===== src/rtl/pulse_sched_pkg.sv =====
// pulse_sched shared definitions.
// State encoding, default counter width and requester indices.
package pulse_sched_pkg;

   localparam int CNT_W_DEF = 4;

   localparam logic [1:0] S_IDLE = 2'd0;
   localparam logic [1:0] S_HIGH = 2'd1;
   localparam logic [1:0] S_LOW  = 2'd2;
   localparam logic [1:0] S_DONE = 2'd3;

   localparam logic REQ0 = 1'b0;
   localparam logic REQ1 = 1'b1;

   function automatic logic [1:0] onehot(input logic idx);
      return (idx == REQ1) ? 2'b10 : 2'b01;
   endfunction

endpackage


===== src/rtl/pulse_sched_if.sv =====
// pulse_sched requester/generator bundle.
// master = test-sequencing side, slave = scheduler.
interface pulse_sched_if #(
   parameter int CNT_W = 4
);

   logic [1:0]       req;
   logic [CNT_W-1:0] n_cfg0;
   logic [CNT_W-1:0] m_cfg0;
   logic [CNT_W-1:0] n_cfg1;
   logic [CNT_W-1:0] m_cfg1;
   logic             abort;
   logic             OUT;
   logic             busy;
   logic [1:0]       grant;
   logic [1:0]       done;
   logic             err;

   modport master (
      output req, n_cfg0, m_cfg0, n_cfg1, m_cfg1, abort,
      input  OUT, busy, grant, done, err
   );

   modport slave (
      input  req, n_cfg0, m_cfg0, n_cfg1, m_cfg1, abort,
      output OUT, busy, grant, done, err
   );

endinterface


===== src/rtl/pulse_sched_phase_cnt.sv =====
// Loadable down-counter that stops at 1.
// Used for both the phase length and the repeat count.
module pulse_sched_phase_cnt #(
   parameter int W = 4
) (
   input  logic         clk,
   input  logic         reset,
   input  logic         load,
   input  logic [W-1:0] load_val,
   input  logic         dec,
   output logic         last
);

   logic [W-1:0] cnt;

   // load has priority; decrement saturates at 1 so the count never wraps
   always_ff @(posedge clk) begin
      if (reset) begin
         cnt <= '0;
      end else if (load) begin
         cnt <= load_val;
      end else if (dec && (cnt > W'(1))) begin
         cnt <= cnt - W'(1);
      end
   end

   assign last = (cnt == W'(1));

endmodule


===== src/rtl/pulse_sched.sv =====
// Two-requester round-robin scheduler for the pulse-train generator.
// OUT is high N cycles, low N cycles, repeated M times per grant.
module pulse_sched
   import pulse_sched_pkg::*;
#(
   parameter int CNT_W = CNT_W_DEF
) (
   input logic          clk,
   input logic          reset,
   pulse_sched_if.slave bus
);

   logic [1:0]       state_q;
   logic [1:0]       state_d;
   logic [1:0]       grant_q;
   logic             last_q;
   logic             err_q;
   logic             err_d;
   logic [CNT_W-1:0] n_q;

   logic             st_idle;
   logic             st_high;
   logic             st_low;
   logic             st_done;
   logic             active;

   logic             any_req;
   logic             win;
   logic             start;
   logic             zero_cfg;
   logic [CNT_W-1:0] win_n;
   logic [CNT_W-1:0] win_m;

   logic             ph_load;
   logic             ph_dec;
   logic             ph_last;
   logic [CNT_W-1:0] ph_val;
   logic             rep_dec;
   logic             rep_last;

   assign st_idle = (state_q == S_IDLE);
   assign st_high = (state_q == S_HIGH);
   assign st_low  = (state_q == S_LOW);
   assign st_done = (state_q == S_DONE);
   assign active  = st_high | st_low;

   // when both ask, the one not granted last wins
   assign any_req  = |bus.req;
   assign win      = (&bus.req) ? ~last_q : bus.req[1];
   assign win_n    = (win == REQ1) ? bus.n_cfg1 : bus.n_cfg0;
   assign win_m    = (win == REQ1) ? bus.m_cfg1 : bus.m_cfg0;
   assign zero_cfg = (win_n == '0) | (win_m == '0);
   assign start    = st_idle & any_req;

   // phase counter reloads at grant and at every HIGH/LOW boundary
   assign ph_load = start | (active & ph_last);
   assign ph_val  = st_idle ? win_n : n_q;
   assign ph_dec  = active & ~ph_last;
   assign rep_dec = st_low & ph_last & ~rep_last;

   assign err_d = (start & zero_cfg) | (active & bus.abort);

   pulse_sched_phase_cnt #(
      .W(CNT_W)
   ) u_phase (
      .clk      (clk),
      .reset    (reset),
      .load     (ph_load),
      .load_val (ph_val),
      .dec      (ph_dec),
      .last     (ph_last)
   );

   pulse_sched_phase_cnt #(
      .W(CNT_W)
   ) u_repeat (
      .clk      (clk),
      .reset    (reset),
      .load     (start),
      .load_val (win_m),
      .dec      (rep_dec),
      .last     (rep_last)
   );

   // next-state decode
   always_comb begin
      state_d = state_q;
      unique case (1'b1)
         st_idle: begin
            if (start) begin
               state_d = zero_cfg ? S_DONE : S_HIGH;
            end
         end
         st_high: begin
            if (bus.abort) begin
               state_d = S_DONE;
            end else if (ph_last) begin
               state_d = S_LOW;
            end
         end
         st_low: begin
            if (bus.abort) begin
               state_d = S_DONE;
            end else if (ph_last) begin
               state_d = rep_last ? S_DONE : S_HIGH;
            end
         end
         st_done: state_d = S_IDLE;
         default: state_d = S_IDLE;
      endcase
   end

   // state register
   always_ff @(posedge clk) begin
      if (reset) begin
         state_q <= S_IDLE;
      end else begin
         state_q <= state_d;
      end
   end

   // grant, pointer and latched N captured only at grant
   always_ff @(posedge clk) begin
      if (reset) begin
         grant_q <= 2'b00;
         last_q  <= REQ1;
         n_q     <= '0;
      end else if (start) begin
         grant_q <= onehot(win);
         last_q  <= win;
         n_q     <= win_n;
      end else if (st_done) begin
         grant_q <= 2'b00;
      end
   end

   // error flag is set on the edge into DONE and lasts one cycle
   always_ff @(posedge clk) begin
      if (reset) begin
         err_q <= 1'b0;
      end else begin
         err_q <= err_d;
      end
   end

   assign bus.OUT   = st_high;
   assign bus.busy  = active;
   assign bus.grant = grant_q;
   assign bus.done  = st_done ? grant_q : 2'b00;
   assign bus.err   = err_q;

endmodule


===== src/flat_wrapper.sv =====
// flat-port wrapper written by rule: the top's interface ports become plain ports
module pulse_sched_flat import pulse_sched_pkg::*;
#(
   parameter int CNT_W = CNT_W_DEF
)
  (clk, reset, bus_req, bus_n_cfg0, bus_m_cfg0, bus_n_cfg1, bus_m_cfg1, bus_abort, bus_OUT, bus_busy, bus_grant, bus_done, bus_err);
  pulse_sched_if #(.CNT_W(CNT_W)) bus_i ();
  input logic clk;
  input logic reset;
  input wire logic [$bits(bus_i.req)-1:0] bus_req;
  input wire logic [$bits(bus_i.n_cfg0)-1:0] bus_n_cfg0;
  input wire logic [$bits(bus_i.m_cfg0)-1:0] bus_m_cfg0;
  input wire logic [$bits(bus_i.n_cfg1)-1:0] bus_n_cfg1;
  input wire logic [$bits(bus_i.m_cfg1)-1:0] bus_m_cfg1;
  input wire logic [$bits(bus_i.abort)-1:0] bus_abort;
  output wire logic [$bits(bus_i.OUT)-1:0] bus_OUT;
  output wire logic [$bits(bus_i.busy)-1:0] bus_busy;
  output wire logic [$bits(bus_i.grant)-1:0] bus_grant;
  output wire logic [$bits(bus_i.done)-1:0] bus_done;
  output wire logic [$bits(bus_i.err)-1:0] bus_err;
  assign bus_i.req = bus_req;
  assign bus_i.n_cfg0 = bus_n_cfg0;
  assign bus_i.m_cfg0 = bus_m_cfg0;
  assign bus_i.n_cfg1 = bus_n_cfg1;
  assign bus_i.m_cfg1 = bus_m_cfg1;
  assign bus_i.abort = bus_abort;
  assign bus_OUT = bus_i.OUT;
  assign bus_busy = bus_i.busy;
  assign bus_grant = bus_i.grant;
  assign bus_done = bus_i.done;
  assign bus_err = bus_i.err;
  pulse_sched #(.CNT_W(CNT_W)) u_core (.clk(clk), .reset(reset), .bus(bus_i));
endmodule

===== config.mk =====
export PLATFORM = sky130hd
export DESIGN_NAME = pulse_sched_flat
export DESIGN_NICKNAME = d
export VERILOG_FILES = /design/src/rtl/pulse_sched_pkg.sv /design/src/rtl/pulse_sched_if.sv /design/src/rtl/pulse_sched_phase_cnt.sv /design/src/rtl/pulse_sched.sv /design/src/flat_wrapper.sv
export SDC_FILE = /design/constraint.sdc
export NUM_CORES = 1
export LEC_CHECK = 0
export ABC_AREA = 1
export BUFFER_PORTS_ARGS = -buffer_cell sky130_fd_sc_hd__buf_2
export CORE_MARGIN = 2
export CORE_UTILIZATION = 49
export CTS_BUF_LIST = sky130_fd_sc_hd__clkbuf_8 sky130_fd_sc_hd__clkbuf_16
export DETAILED_ROUTE_END_ITERATION = 16
export HOLD_SLACK_MARGIN = 0.1
export PLACE_DENSITY = 0.76
export SYNTH_ARGS = -nofsm -noshare
export SYNTH_HDL_FRONTEND = slang
export SYNTH_HIERARCHICAL = 1
export SYNTH_SLANG_ARGS = --single-unit

===== constraint.sdc =====
create_clock -name clk -period 1.9 [get_ports clk]
set_clock_uncertainty 0.2 [all_clocks]
set_input_delay 0.285 -clock clk [delete_from_list [all_inputs] [get_ports clk]]
set_output_delay 0.285 -clock clk [all_outputs]
set_load 0.02 [all_outputs]

After elaboration in Yosys (flattened, before gate mapping)
Index checks and enable logic that the tools add are counted.
{ "totals": {"regBits": 18} }
{ "classes": {"n_eq_ne": 8, "magnitude_cmp": 2, "addsub": 2, "bitwise": 14, "muxes": 20, "n_reduce_logical": 11} }
{ "op_table": {"columns": ["op", "n"], "rows": [
  ["$mux W4", 7],
  ["$mux W2", 11],
  ["$eq A4 B1 Y1 const B", 2],
  ["$gt A4 B1 Y1 const B", 2],
  ["$logic_not A4 Y1", 2],
  ["$sub A4 B1 Y4 const B", 2],
  ["$and A1 B1 Y1", 7],
  ["$ne A3 B3 Y1 const B", 2],
  ["$pmux W2 S3", 1],
  ["$reduce_bool A2 Y1", 3],
  ["$eq A2 B2 Y1 const B", 2],
  ["$or A1 B1 Y1", 4],
  ["$not A1 Y1", 3],
  ["$reduce_and A3 Y1", 1],
  ["$eq A2 B1 Y1 const B", 1],
  ["$logic_and A1 B1 Y1", 2],
  ["$logic_not A2 Y1", 1],
  ["$ne A2 B2 Y1 const B", 1],
  ["$reduce_and A2 Y1", 1],
  ["$reduce_or A2 Y1", 1],
  ["$mux W1", 1]
]} }

Logic depth before layout (Yosys ltp)
Gate-level depths: netlist of the first run.
{ "logic_depth": {"ltp_word": 8, "depth_mapped": 11, "ltp_nobuf": 11} }

Modules after synthesis
Netlist of the first run, hierarchy kept.
{ "modules_own_cells": {"columns": ["module", "instances", "cells_per_inst", "area_per_inst_um2"], "rows": [
  ["pulse_sched", 1, 116, 723.2],
  ["pulse_sched_phase_cnt", 2, 50, 300.3]
]} }

Least setup slack after synthesis of the first run
No wires, ideal clock.
{ "synth_path": {"path_type": "register -> register", "start": "reg u_core.state_q[0]", "end": "reg u_core.u_phase.cnt[2]", "slack_ns": 0.046, "path_stages_with_launch": 10, "required_ns": 1.584, "arrival_ns": 1.538, "synth_period_minus_slack_ns": 1.854, "path_cell_list": "dfxtp_1 inv_1 ha_1 inv_1 o21ai_0 inv_2 nor2_1 nor2_1 o21ai_0 nor2_1"} }
{ "synth_via": {"elab_chain_len": 5} }
{ "synth_lines": {"columns": ["item", "line", "rtl"], "rows": [
  ["start, declared", "pulse_sched.sv:13", "logic [1:0] state_q;"],
  ["start signal, assigned", "pulse_sched.sv:118", "state_q <= state_d;"],
  ["$eq A2 B1 Y1 or $eq A2 B2 Y1 (tied branches)", "pulse_sched.sv:42, pulse_sched.sv:43", null],
  ["$or A1 B1 Y1 (*)", "pulse_sched.sv:45", "assign active = st_high | st_low;"],
  ["net bus_busy", "flat_wrapper.sv:17", "output wire logic [$bits(bus_i.busy)-1:0] bus_busy;"],
  ["$and A1 B1 Y1 (*)", "pulse_sched.sv:56", "assign ph_load = start | (active & ph_last);"],
  ["$or A1 B1 Y1 (*)", "pulse_sched.sv:56", null],
  ["net u_core.ph_load", "pulse_sched.sv:34", "logic ph_load;"],
  ["$mux W4 or $reduce_bool A2 Y1 (tied branches)", null, null],
  ["end signal, assigned", "pulse_sched_phase_cnt.sv:21", "cnt <= load_val;"],
  ["end signal, assigned", "pulse_sched_phase_cnt.sv:23", "cnt <= cnt - W'(1);"],
  ["end, declared", "pulse_sched_phase_cnt.sv:14", "logic [W-1:0] cnt;"]
]} }
Mark *: on every way through the listed nets, which the timed path passes. The rest lies on a longest branch.
A chain may end at the register's enable or synchronous reset.

Final worst setup path of the first run
{ "layout_path": {"start": "reg u_core.state_q[0]", "end": "reg u_core.state_q[0]"} }
{ "layout_via": {"elab_chain_len": 4} }
{ "layout_lines": {"columns": ["item", "line", "rtl"], "rows": [
  ["$logic_not A2 Y1", "pulse_sched.sv:41", "assign st_idle = (state_q == S_IDLE);"],
  ["$and A1 B1 Y1", "pulse_sched.sv:53", "assign start = st_idle & any_req;"],
  ["$ne A2 B2 Y1 (no line)", null, null],
  ["$reduce_and A3 Y1 (no line)", null, null]
]} }
Parallel ways exist; a longest one is shown, timed or not.

==> results of run 1 <==
==> worst max-delay path, stage by stage, from the launching register on <==
cell,delay (ps)
dfxtp_1,310
inv_1,70
ha_1,210
inv_1,80
buf_4,170
o31ai_2,270
nor2_1,100
a22oi_1,160
nor2_1,60
==> cells in the mapped netlist, drive strengths merged, types with 2 or more instances <==
master  count  area, um^2
dfxtp      18         360
nand2      59         261
buf         2        15.0
nand3      22         110
inv        31         116
nor2       41         156
nand4       4        25.0
o21ai      16        87.6
ha          8         100
a21oi      11        62.6
==> cell type report <==
type                       instances  area (um^2)
clock buffer                       3         41.3
tap                               30         37.5
inverter                          31          116
fill                             256          938
multi-input combinational        164          832
timing repair buffer              35          195
sequential                        18          362
==> state kept, by name, summed over array words and instances, names as in the netlist <==
signal	flops
u_core/n_q	4
u_core/state_q	2
u_core/bus.grant	2
u_core/u_repeat/cnt	4
u_core/bus.err	1
u_core/last_q	1
u_core/u_phase/cnt	4
==> final timing paths <==
kind	startpoint	endpoint	slack, ps
setup / recovery	u_core/state_q[0]	u_core/state_q[0]	160
hold / removal	bus_abort	u_core/bus.err	130
setup reg to reg	u_core/state_q[0]	u_core/state_q[0]	160
hold reg to reg	u_core/bus.grant[0]	u_core/bus.grant[0]	280
==> repair_timing <==
| item | CTS | global route |
|---|---|---|
| gates resized for setup | 1 | 3 |
| gates cloned | 0 | 0 |
| endpoints found under the hold margin | 0 | 0 |
| setup endpoints to repair | 1 | 4 |
==> metrics by stage <==
step           std cells  worst slack [ps]  util, %
2_1_floorplan        216              45.8        -
3_3_place_gp         278               106     61.0
3_5_place_dp         278              13.9     61.0
4_1_cts              281               115     62.6
5_1_grt              281              12.2     62.8
6_report             281               160     62.8
==> power breakdown <==
part	switching [mW]	internal, mW
Sequential	0.0859	0.523
Clock	0.124	0.141
Combinational	0.925	0.559
==> layer usage <==
| metal | share of wire (%) | GRT usage [%] | routed length, um |
|---|---|---|---|
| met5 | 0 | 0 | 0 |
| met4 | 1.5 | 7.14 | 42 |
| met3 | 4.3 | 2.79 | 121 |
| met2 | 42 | 27.2 | 1190 |
| met1 | 52 | 26.5 | 1460 |
==> cells by family after synthesis <==
| group | after synthesis |
|---|---|
| compound gates | 29 |
| fa+ha+maj | 8 |
| buf+inv | 34 |
| flops | 18 |
| simple gates | 127 |
==> results.sh, run 1 <==
export IMPL_hold_violations=0
export IMPL_worstSetupPathType="reg -> reg"
export IMPL_synth_edff_count=0
export IMPL_clock_sinks=18
export IMPL_cts_buffer_depth=2
export IMPL_mostFrequentLayoutCell="nand2_1"
export IMPL_antenna_cells=0
export IMPL_slew_headroom_pct=78.6
export IMPL_finalSetupViolCount=0
export IMPL_ys_types=20
export IMPL_syn2layout_area_growth_pct=19.7
export IMPL_portBuffers=27
export IMPL_drive_gt1_share_pct=22.3
export IMPL_cts_max_level=1
export IMPL_seq_area_frac_synth_pct=27.2
export IMPL_crit_required_ps=1840
export IMPL_pin_count=28
export IMPL_die_x_um=56.0
export IMPL_synth_xor_area_share_pct=0
export IMPL_cp_max_fo=10
export IMPL_synth_mux_area_share_pct=0
export IMPL_totalWireLength_um=2810
export IMPL_cts_tree="yes"
export IMPL_root_buffer="clkbuf_8"
export IMPL_clkTransAtPathRegs_ps=60
export IMPL_finalCritPeriodShare_pct=91.6
export IMPL_endpoint_kind="register"
export IMPL_synth_simple_area_share_pct=42.2
export IMPL_drt_pass1_iter_count=4
export IMPL_gr_total_overflow=0
export IMPL_worst_setup_path_start_kind="register"
export IMPL_routedWlPerCell_um=10.0
export IMPL_hold_path_depth=3
export IMPL_cts_buffers=3
export IMPL_grt_antenna_before_repair=0
export IMPL_syn_instance_count=216
export IMPL_power_total_mw=2.36
export IMPL_place_congestion=0.783
export IMPL_grt_setup_unrepaired="false"
export IMPL_post_cts_buffers=0
export IMPL_die_y_um=56.0
export IMPL_fmax_ghz=0.575
export IMPL_vdd_ir_drop_max_uv=977
export IMPL_insertion_delay_ps=250
export IMPL_routed_via_count=1378
export IMPL_hold_buffers=0
export IMPL_drc=0
export IMPL_critPathArrivalTime_ps=1680
export IMPL_leakagePower_nw=0.866
export IMPL_ys_seq_elements=18
export IMPL_min_period_ps=1740
export IMPL_powerDensity_nw_per_um2=1490
export IMPL_synth_ff_type="dfxtp_1"
export IMPL_async_reset_ff_share_pct=0
export IMPL_postRouteAntennaNets=0
export IMPL_placed_area_um2=1540
export IMPL_ys_warn_count=6
export IMPL_syn_num_nets=245
export IMPL_die_area_um2=3130
export IMPL_stdcell_area_um2=1580
export IMPL_tns_ps=0
export IMPL_drv_slew=0
export IMPL_initial_core_util_pct=52.5
export IMPL_grt_max_degree=14
export IMPL_synthAdderAreaFrac_pct=7.56
export IMPL_holdWs_ps=130
export IMPL_status="complete, no violations"
export IMPL_core_rowCount=18
export IMPL_vias_per_cell=4.90
export IMPL_syn_area_um2=1320
export IMPL_max_cap_violations=0
export IMPL_most_common_layout_cells="51 x nand2_1, 40 x nor2_1, 29 x inv_1, 27 x buf_2, 22 x nand3_1"
export IMPL_synth_compound_area_share_pct=12.9
export IMPL_synth_top_family_by_area="simple AND/OR/NAND/NOR gates"
export IMPL_reg2reg_depth=8
export IMPL_tightestPinTransition_ps=320
export IMPL_min_path_type="in -> reg"
export IMPL_core_area_um2=2520
export IMPL_hpwlAfterDp_um=2260
export IMPL_grt_pass1_wl_um=4730
export IMPL_nNetsFinal=282
export IMPL_syn_area_per_cell_um2=6.13
export IMPL_grt_pass1_vias=1138
export IMPL_drt_iter0_drc=25
export IMPL_grt_total_usage_pct=18.3
Note: power is estimated with default switching activity, not from simulation.
==> run 2: changes to the inputs <==
Settings changed: CORE_MARGIN 2 to 3.
==> run 2 against run 1 <==
  * Worst setup slack got worse by 41 ps
  * Critical path depth is 1 higher
  * Via count rose by 1.8%
  * Cell count is 0.36% higher
  * Highest routed layer unchanged
==> results.sh, run 2 (synthesized netlist as in run 1, its figures left out) <==
export IMPL_holdWs_ps=120
export IMPL_die_y_um=58.0
export IMPL_drive_gt1_share_pct=23.8
export IMPL_finalSetupViolCount=0
export IMPL_endpoint_kind="register"
export IMPL_nFillCells=248
export IMPL_cp_max_fo=5
export IMPL_max_cap_violations=0
export IMPL_vias_per_cell=4.98
export IMPL_cts_tree="yes"
export IMPL_totalWireLength_um=2930
export IMPL_min_to="u_core/bus.err"
export IMPL_post_cts_buffers=0
export IMPL_grt_max_degree=14
export IMPL_placed_area_um2=1540
export IMPL_place_congestion=0.804
export IMPL_cts_buffers=3
export IMPL_worstSetupPathType="reg -> reg"
export IMPL_pin_count=28
export IMPL_critPathArrivalTime_ps=1720
export IMPL_min_path_type="in -> reg"
export IMPL_hp_start="bus_abort"
export IMPL_leakagePower_nw=0.869
export IMPL_powerDensity_nw_per_um2=1520
export IMPL_top_regs="u_core/n_q x4, u_core/u_phase/cnt x4, u_core/u_repeat/cnt x4"
export IMPL_antenna_cells=0
export IMPL_clkTransAtPathRegs_ps=70
export IMPL_tightestPinTransition_ps=330
export IMPL_stdcell_area_um2=1610
export IMPL_cts_max_level=1
export IMPL_r2r_end="u_core/u_phase/cnt[1]"
export IMPL_die_area_um2=3360
export IMPL_routedWlPerCell_um=10.4
export IMPL_finalCritPeriodShare_pct=93.7
export IMPL_drt_pass1_iter_count=4
export IMPL_rrSetupSlack_ps=120
export IMPL_min_period_ps=1780
export IMPL_grt_total_usage_pct=19.1
export IMPL_max_stage_delay_ps=300
export IMPL_status="complete, no violations"
export IMPL_most_common_layout_cells="51 x nand2_1, 38 x nor2_1, 29 x inv_1, 27 x buf_2, 22 x nand3_1"
export IMPL_syn2layout_area_growth_pct=21.9
export IMPL_postRouteAntennaNets=0
export IMPL_insertion_delay_ps=250
export IMPL_nNetsFinal=283
export IMPL_hold_path_depth=3
export IMPL_portBuffers=27
export IMPL_reg2reg_from="u_core/u_phase/cnt[1]"
export IMPL_grt_pass1_vias=1258
export IMPL_root_buffer="clkbuf_8"
export IMPL_layout_cells_non_filler=282
export IMPL_mostFrequentLayoutCell="nand2_1"
export IMPL_hpwlAfterDp_um=2310
export IMPL_vdd_ir_drop_max_uv=859
export IMPL_cpMostUsedCell="inv_1"
export IMPL_core_area_um2=2520
export IMPL_initial_core_util_pct=52.5
export IMPL_dp_cells=278
export IMPL_gr_total_overflow=0
export IMPL_die_x_um=58.0
export IMPL_worstPathCellList="inv_1, ha_1, nand2_1, nor2_2, inv_1, o21ai_4, clkinvlp_4, a21oi_1, nor2_1"
export IMPL_tns_ps=0
export IMPL_clock_sinks=18
export IMPL_crit_required_ps=1840
export IMPL_cts_buffer_depth=2
export IMPL_drt_iter0_drc=49
export IMPL_core_rowCount=18
export IMPL_slew_headroom_pct=77.8
export IMPL_cp_slowest_cell="dfxtp_1"
export IMPL_worst_setup_path_start_kind="register"
export IMPL_grt_pass1_wl_um=5090
export IMPL_drv_slew=0
export IMPL_fmax_ghz=0.561
export IMPL_reg2reg_depth=9
export IMPL_drc=0
export IMPL_hold_buffers=0
export IMPL_hold_violations=0
export IMPL_routed_via_count=1403
export IMPL_grt_antenna_before_repair=0
run 2: worst max-delay path by stage:
| stage | slack, ps | startpoint | end |
|---|---|---|---|
| after floorplan | 50 | u_core/state_q[0] | u_core/u_phase/cnt[2] |
| after global placement | 90 | u_core/state_q[0] | u_core/u_phase/cnt[2] |
| after detailed placement | -20 | u_core/u_phase/cnt[0] | u_core/u_phase/cnt[2] |
| after CTS | 90 | u_core/state_q[0] | bus_busy |
| after global routing | -9 | u_core/u_phase/cnt[1] | u_core/u_phase/cnt[1] |
| final | 120 | u_core/u_phase/cnt[1] | u_core/u_phase/cnt[1] |
run 2: metrics by stage:
step                power [mW]  utilization (%)  setup WS (ps)
floorplan                 1.72                -           45.8
global placement          2.07             61.0           94.1
detailed placement        2.09             61.0          -15.2
CTS                       2.37             62.6           91.1
global route              2.73             64.0          -9.27
finish                    2.45             64.0            119
run 2: power breakdown:
part / total (mW) / internal, mW / switching (mW)
clock network: 0.265 / 0.141 / 0.124
logic: 1.56 / 0.588 / 0.975
registers: 0.619 / 0.525 / 0.0938
total: 2.45 / 1.25 / 1.19
run 2: metal layers:
metal | vias to the layer above | GRT usage (%) | routed length [um]
li1 | 759 | - | -
met1 | 590 | 25.9 | 1420
met2 | 52 | 29.7 | 1270
met3 | 2 | 3.12 | 213
met4 | 0 | 8.94 | 25
met5 | - | 0 | 0
run 2: cell type report:
type                    count  area (um^2)  area share (%)
clock buffers               3         41.3            2.56
inverters                  31          116            7.21
multi-input cells         164          853            52.9
flip-flops and latches     18          363            22.5
well taps                  30         37.5            2.33
repair buffers             35          195            12.1
repair inverters            1         7.51           0.465
run 2: repair_timing:
action | CTS | global route
pin swaps | 0 | 1
endpoints found under the hold margin | 0 | 0
cloned | 0 | 1
resized for setup | 1 | 8
endpoints found under the setup margin | 1 | 5
run 2: worst max-delay path: cells and delay by family, from the launching register on:
| family | cells | cell delay [ps] |
|---|---|---|
| flops | 1 | 300 |
| buf+inv | 3 | 340 |
| compound gates | 2 | 410 |
| simple gates | 3 | 250 |
| fa+ha+maj | 1 | 180 |
==> run 3: changes to the inputs <==
Settings changed: ABC_AREA 1 to unset, CORE_UTILIZATION 49 to 48, PLACE_DENSITY 0.76 to 0.75.
==> run 3 against run 2 <==
  * The run now ends with negative setup slack left
  * Utilization grew 7.0 points
  * Power grew 11%
  * Count of clock-buffer cells in the layout grew 1
  * Area after synthesis shrank 3.6%
  * Fmax shrank 8.6%
  * Via count shrank 0.57%
  * Die area shrank 1.4%
  * Combinational power grew 13%
  * Synthesized cell count shrank 31%
  * Design area grew 9.9%
==> results.sh, run 3 <==
export IMPL_pin_count=28
export IMPL_grt_setup_unrepaired="true"
export IMPL_ys_warn_count=6
export IMPL_vias_per_cell=5.99
export IMPL_p_comb_share_pct=65.0
export IMPL_hold_buffers=0
export IMPL_finalWorstSetupSlack_ps=-48.0
export IMPL_insertion_delay_ps=260
export IMPL_clkTransAtPathRegs_ps=70
export IMPL_slew_headroom_pct=65.9
export IMPL_grt_pass1_wl_um=5750
export IMPL_drv_slew=0
export IMPL_max_cap_violations=0
export IMPL_min_period_ps=1950
export IMPL_violations="negative setup slack"
export IMPL_ys_seq_elements=18
export IMPL_grt_pass1_vias=1288
export IMPL_totalWireLength_um=3630
export IMPL_drt_iter0_drc=68
export IMPL_worst_setup_path_start_kind="register"
export IMPL_holdWs_ps=150
export IMPL_grt_antenna_before_repair=0
export IMPL_hold_violations=0
export IMPL_regArea_um2=364
export IMPL_pwr_share_seq_pct=23.1
export IMPL_yosysTopAreaCellShare_pct=28.2
export IMPL_vdd_ir_drop_max_uv=1320
export IMPL_grt_max_degree=29
export IMPL_nFillCells=188
export IMPL_seq_area_frac_synth_pct=28.2
export IMPL_clock_sinks=18
export IMPL_finalCritPeriodShare_pct=103
export IMPL_place_congestion=0.941
export IMPL_synthTopCellsByArea="dfxtp_1 28%, ha_1 7.8%, nor2_1 5.6%"
export IMPL_ys_types=44
export IMPL_p_sw_mw=1.19
export IMPL_grt_total_usage_pct=22.0
export IMPL_routed_via_count=1395
export IMPL_finalSetupViolCount=5
export IMPL_cts_buffers=3
export IMPL_powerDensity_nw_per_um2=1540
export IMPL_gr_total_overflow=0
export IMPL_cpLargestDelayFamily="simple AND/OR/NAND/NOR gates"
export IMPL_drive_gt1_share_pct=43.8
export IMPL_crit_required_ps=1860
export IMPL_path_buf_inv=1
export IMPL_dp_cells=220
export IMPL_initial_core_util_pct=51.1
export IMPL_yosysMostFrequentCell="nor2_1"
export IMPL_async_reset_ff_share_pct=0
export IMPL_syn_instance_count=150
export IMPL_drt_pass1_iter_count=4
export IMPL_cp_max_fo=4
export IMPL_syn_area_um2=1280
export IMPL_leakagePower_nw=0.749
export IMPL_postRouteAntennaNets=0
export IMPL_core_rowCount=18
export IMPL_die_area_um2=3310
export IMPL_top_regs="u_core/n_q x4, u_core/u_phase/cnt x4, u_core/u_repeat/cnt x4"
export IMPL_cp_slowest_cell="dfxtp_2"
export IMPL_yosysTopAreaCell="dfxtp_1"
export IMPL_p_clk_share_pct=11.9
export IMPL_critPathArrivalTime_ps=1910
export IMPL_most_common_layout_cells="27 x buf_2, 26 x buf_4, 19 x nor2_1, 15 x dfxtp_1, 8 x a21oi_1"
export IMPL_cts_max_level=1
export IMPL_max_stage_delay_ps=330
export IMPL_switching_share_pct=43.6
export IMPL_mostFrequentLayoutCell="buf_2"
export IMPL_layout_cells_non_filler=233
export IMPL_p_int_mw=1.54
export IMPL_cts_tree="yes"
export IMPL_nNetsFinal=233
export IMPL_worstSetupPathType="reg -> reg"
export IMPL_antenna_cells=0
export IMPL_worstPathCellList="inv_2, ha_4, nor3b_4, and3b_2, nand2_2, or3_4, a311oi_2"
export IMPL_syn2layout_area_growth_pct=39.0
export IMPL_synth_edff_count=0
export IMPL_root_buffer="clkbuf_8"
export IMPL_fmax_ghz=0.513
export IMPL_routedWlPerCell_um=15.6
export IMPL_synth_ff_type="dfxtp_1"
export IMPL_endpoint_kind="register"
export IMPL_synth_common_cells="19 x nor2_1, 18 x dfxtp_1, 9 x inv_1, 9 x nand2_1"
export IMPL_portBuffers=27
export IMPL_multi_input_area_um2=946
export IMPL_die_x_um=57.6
export IMPL_syn_area_per_cell_um2=8.51
export IMPL_drc=0
export IMPL_min_path_type="in -> reg"
export IMPL_core_area_um2=2500
export IMPL_die_y_um=57.6
export IMPL_status="finished, violations left"
export IMPL_syn_num_nets=179
export IMPL_cts_buffer_depth=2
export IMPL_tightestPinTransition_ps=511
export IMPL_hpwlAfterDp_um=2550
==> run 3: changes by cell type after synthesis, moves of 6 or more <==
cell / change
nand2_1: -42
or3_1: +7
a211oi_1: +6
o21ai_0: -13
nand3_1: -21
nor2_1: -21
inv_1: -20
==> run 3: worst paths after layout <==
check / startpoint / to / slack, ps / depth (start not counted)
max: u_core/u_phase/cnt[1] / u_core/u_repeat/cnt[2] / -50 / 7
min: bus_abort / u_core/bus.err / 150 / 3
max reg2reg: u_core/u_phase/cnt[1] / u_core/u_repeat/cnt[2] / -50 / 7
min reg2reg: u_core/n_q[3] / u_core/n_q[3] / 300 / 2
==> run 3: area by class of cell <==
cell class,instances,share of cell area [%]
timing repair buffer,53,18.6
clock buffer,4,3.10
multi-input combinational,117,53.3
inverter,11,2.33
tap,30,2.12
sequential,18,20.5
==> run 3: power by group through the flow <==
| stage | Clock [mW] | Sequential [mW] | Combinational [mW] |
|---|---|---|---|
| floorplan | 0 | 0.668 | 0.946 |
| CTS | 0.335 | 0.627 | 1.66 |
| detailed placement | 0 | 0.619 | 1.47 |
| global route | 0.357 | 0.645 | 1.93 |
| global placement | 0 | 0.613 | 1.41 |
| finish | 0.325 | 0.631 | 1.77 |
==> run 3: cells by family (layout without fill, tap and decap cells) <==
kind of cell / Yosys count / in the layout / share of synthesized area [%]
adder cells (fa/ha/maj): 8 / 8 / 7.84
AO/OA/AOI/OAI: 40 / 40 / 25.4
flip-flops: 18 / 18 / 28.2
multiplexers: 8 / 8 / 6.67
AND/OR/NAND/NOR: 61 / 61 / 27.1
buffers and inverters: 15 / 68 / 4.80
==> run 3: metrics by stage <==
stage	worst slack, ps	instance area, um^2	setup TNS [ps]	utilization, %	power [mW]
global route	-139	1770	-578	71.0	2.93
global placement	21.1	1570	0	62.9	2.03
detailed placement	-85.5	1570	-218	62.9	2.09
CTS	-75.0	1740	-115	69.5	2.63
finish	-48.0	1770	-111	71.0	2.73
floorplan	-5.41	1300	-7.12	-	1.61
==> run 3: worst reg2reg max path, stage by stage (launching register included) <==
cell and delay, ps:
dfxtp_2 330, inv_2 70, ha_4 130, nor3b_4 210
and3b_2 260, nand2_2 60, or3_4 320, a311oi_2 270
==> run 3: repair_timing <==
item,in CTS,in global routing
setup endpoints to repair,6,7
gates resized for setup,15,5
gates cloned,0,0
pin swaps,7,7
buffers inserted,7,2
==> run 3: layer usage <==
metal / up-vias / part of all wire [%] / wire length [um] / track usage (%)
li1: 671 / - / - / -
met1: 662 / 44 / 1590 / 28.2
met2: 52 / 48 / 1760 / 36.8
met3: 10 / 5.1 / 184 / 3.17
met4: 0 / 2.5 / 91 / 8.94
met5: - / 0 / 0 / 0
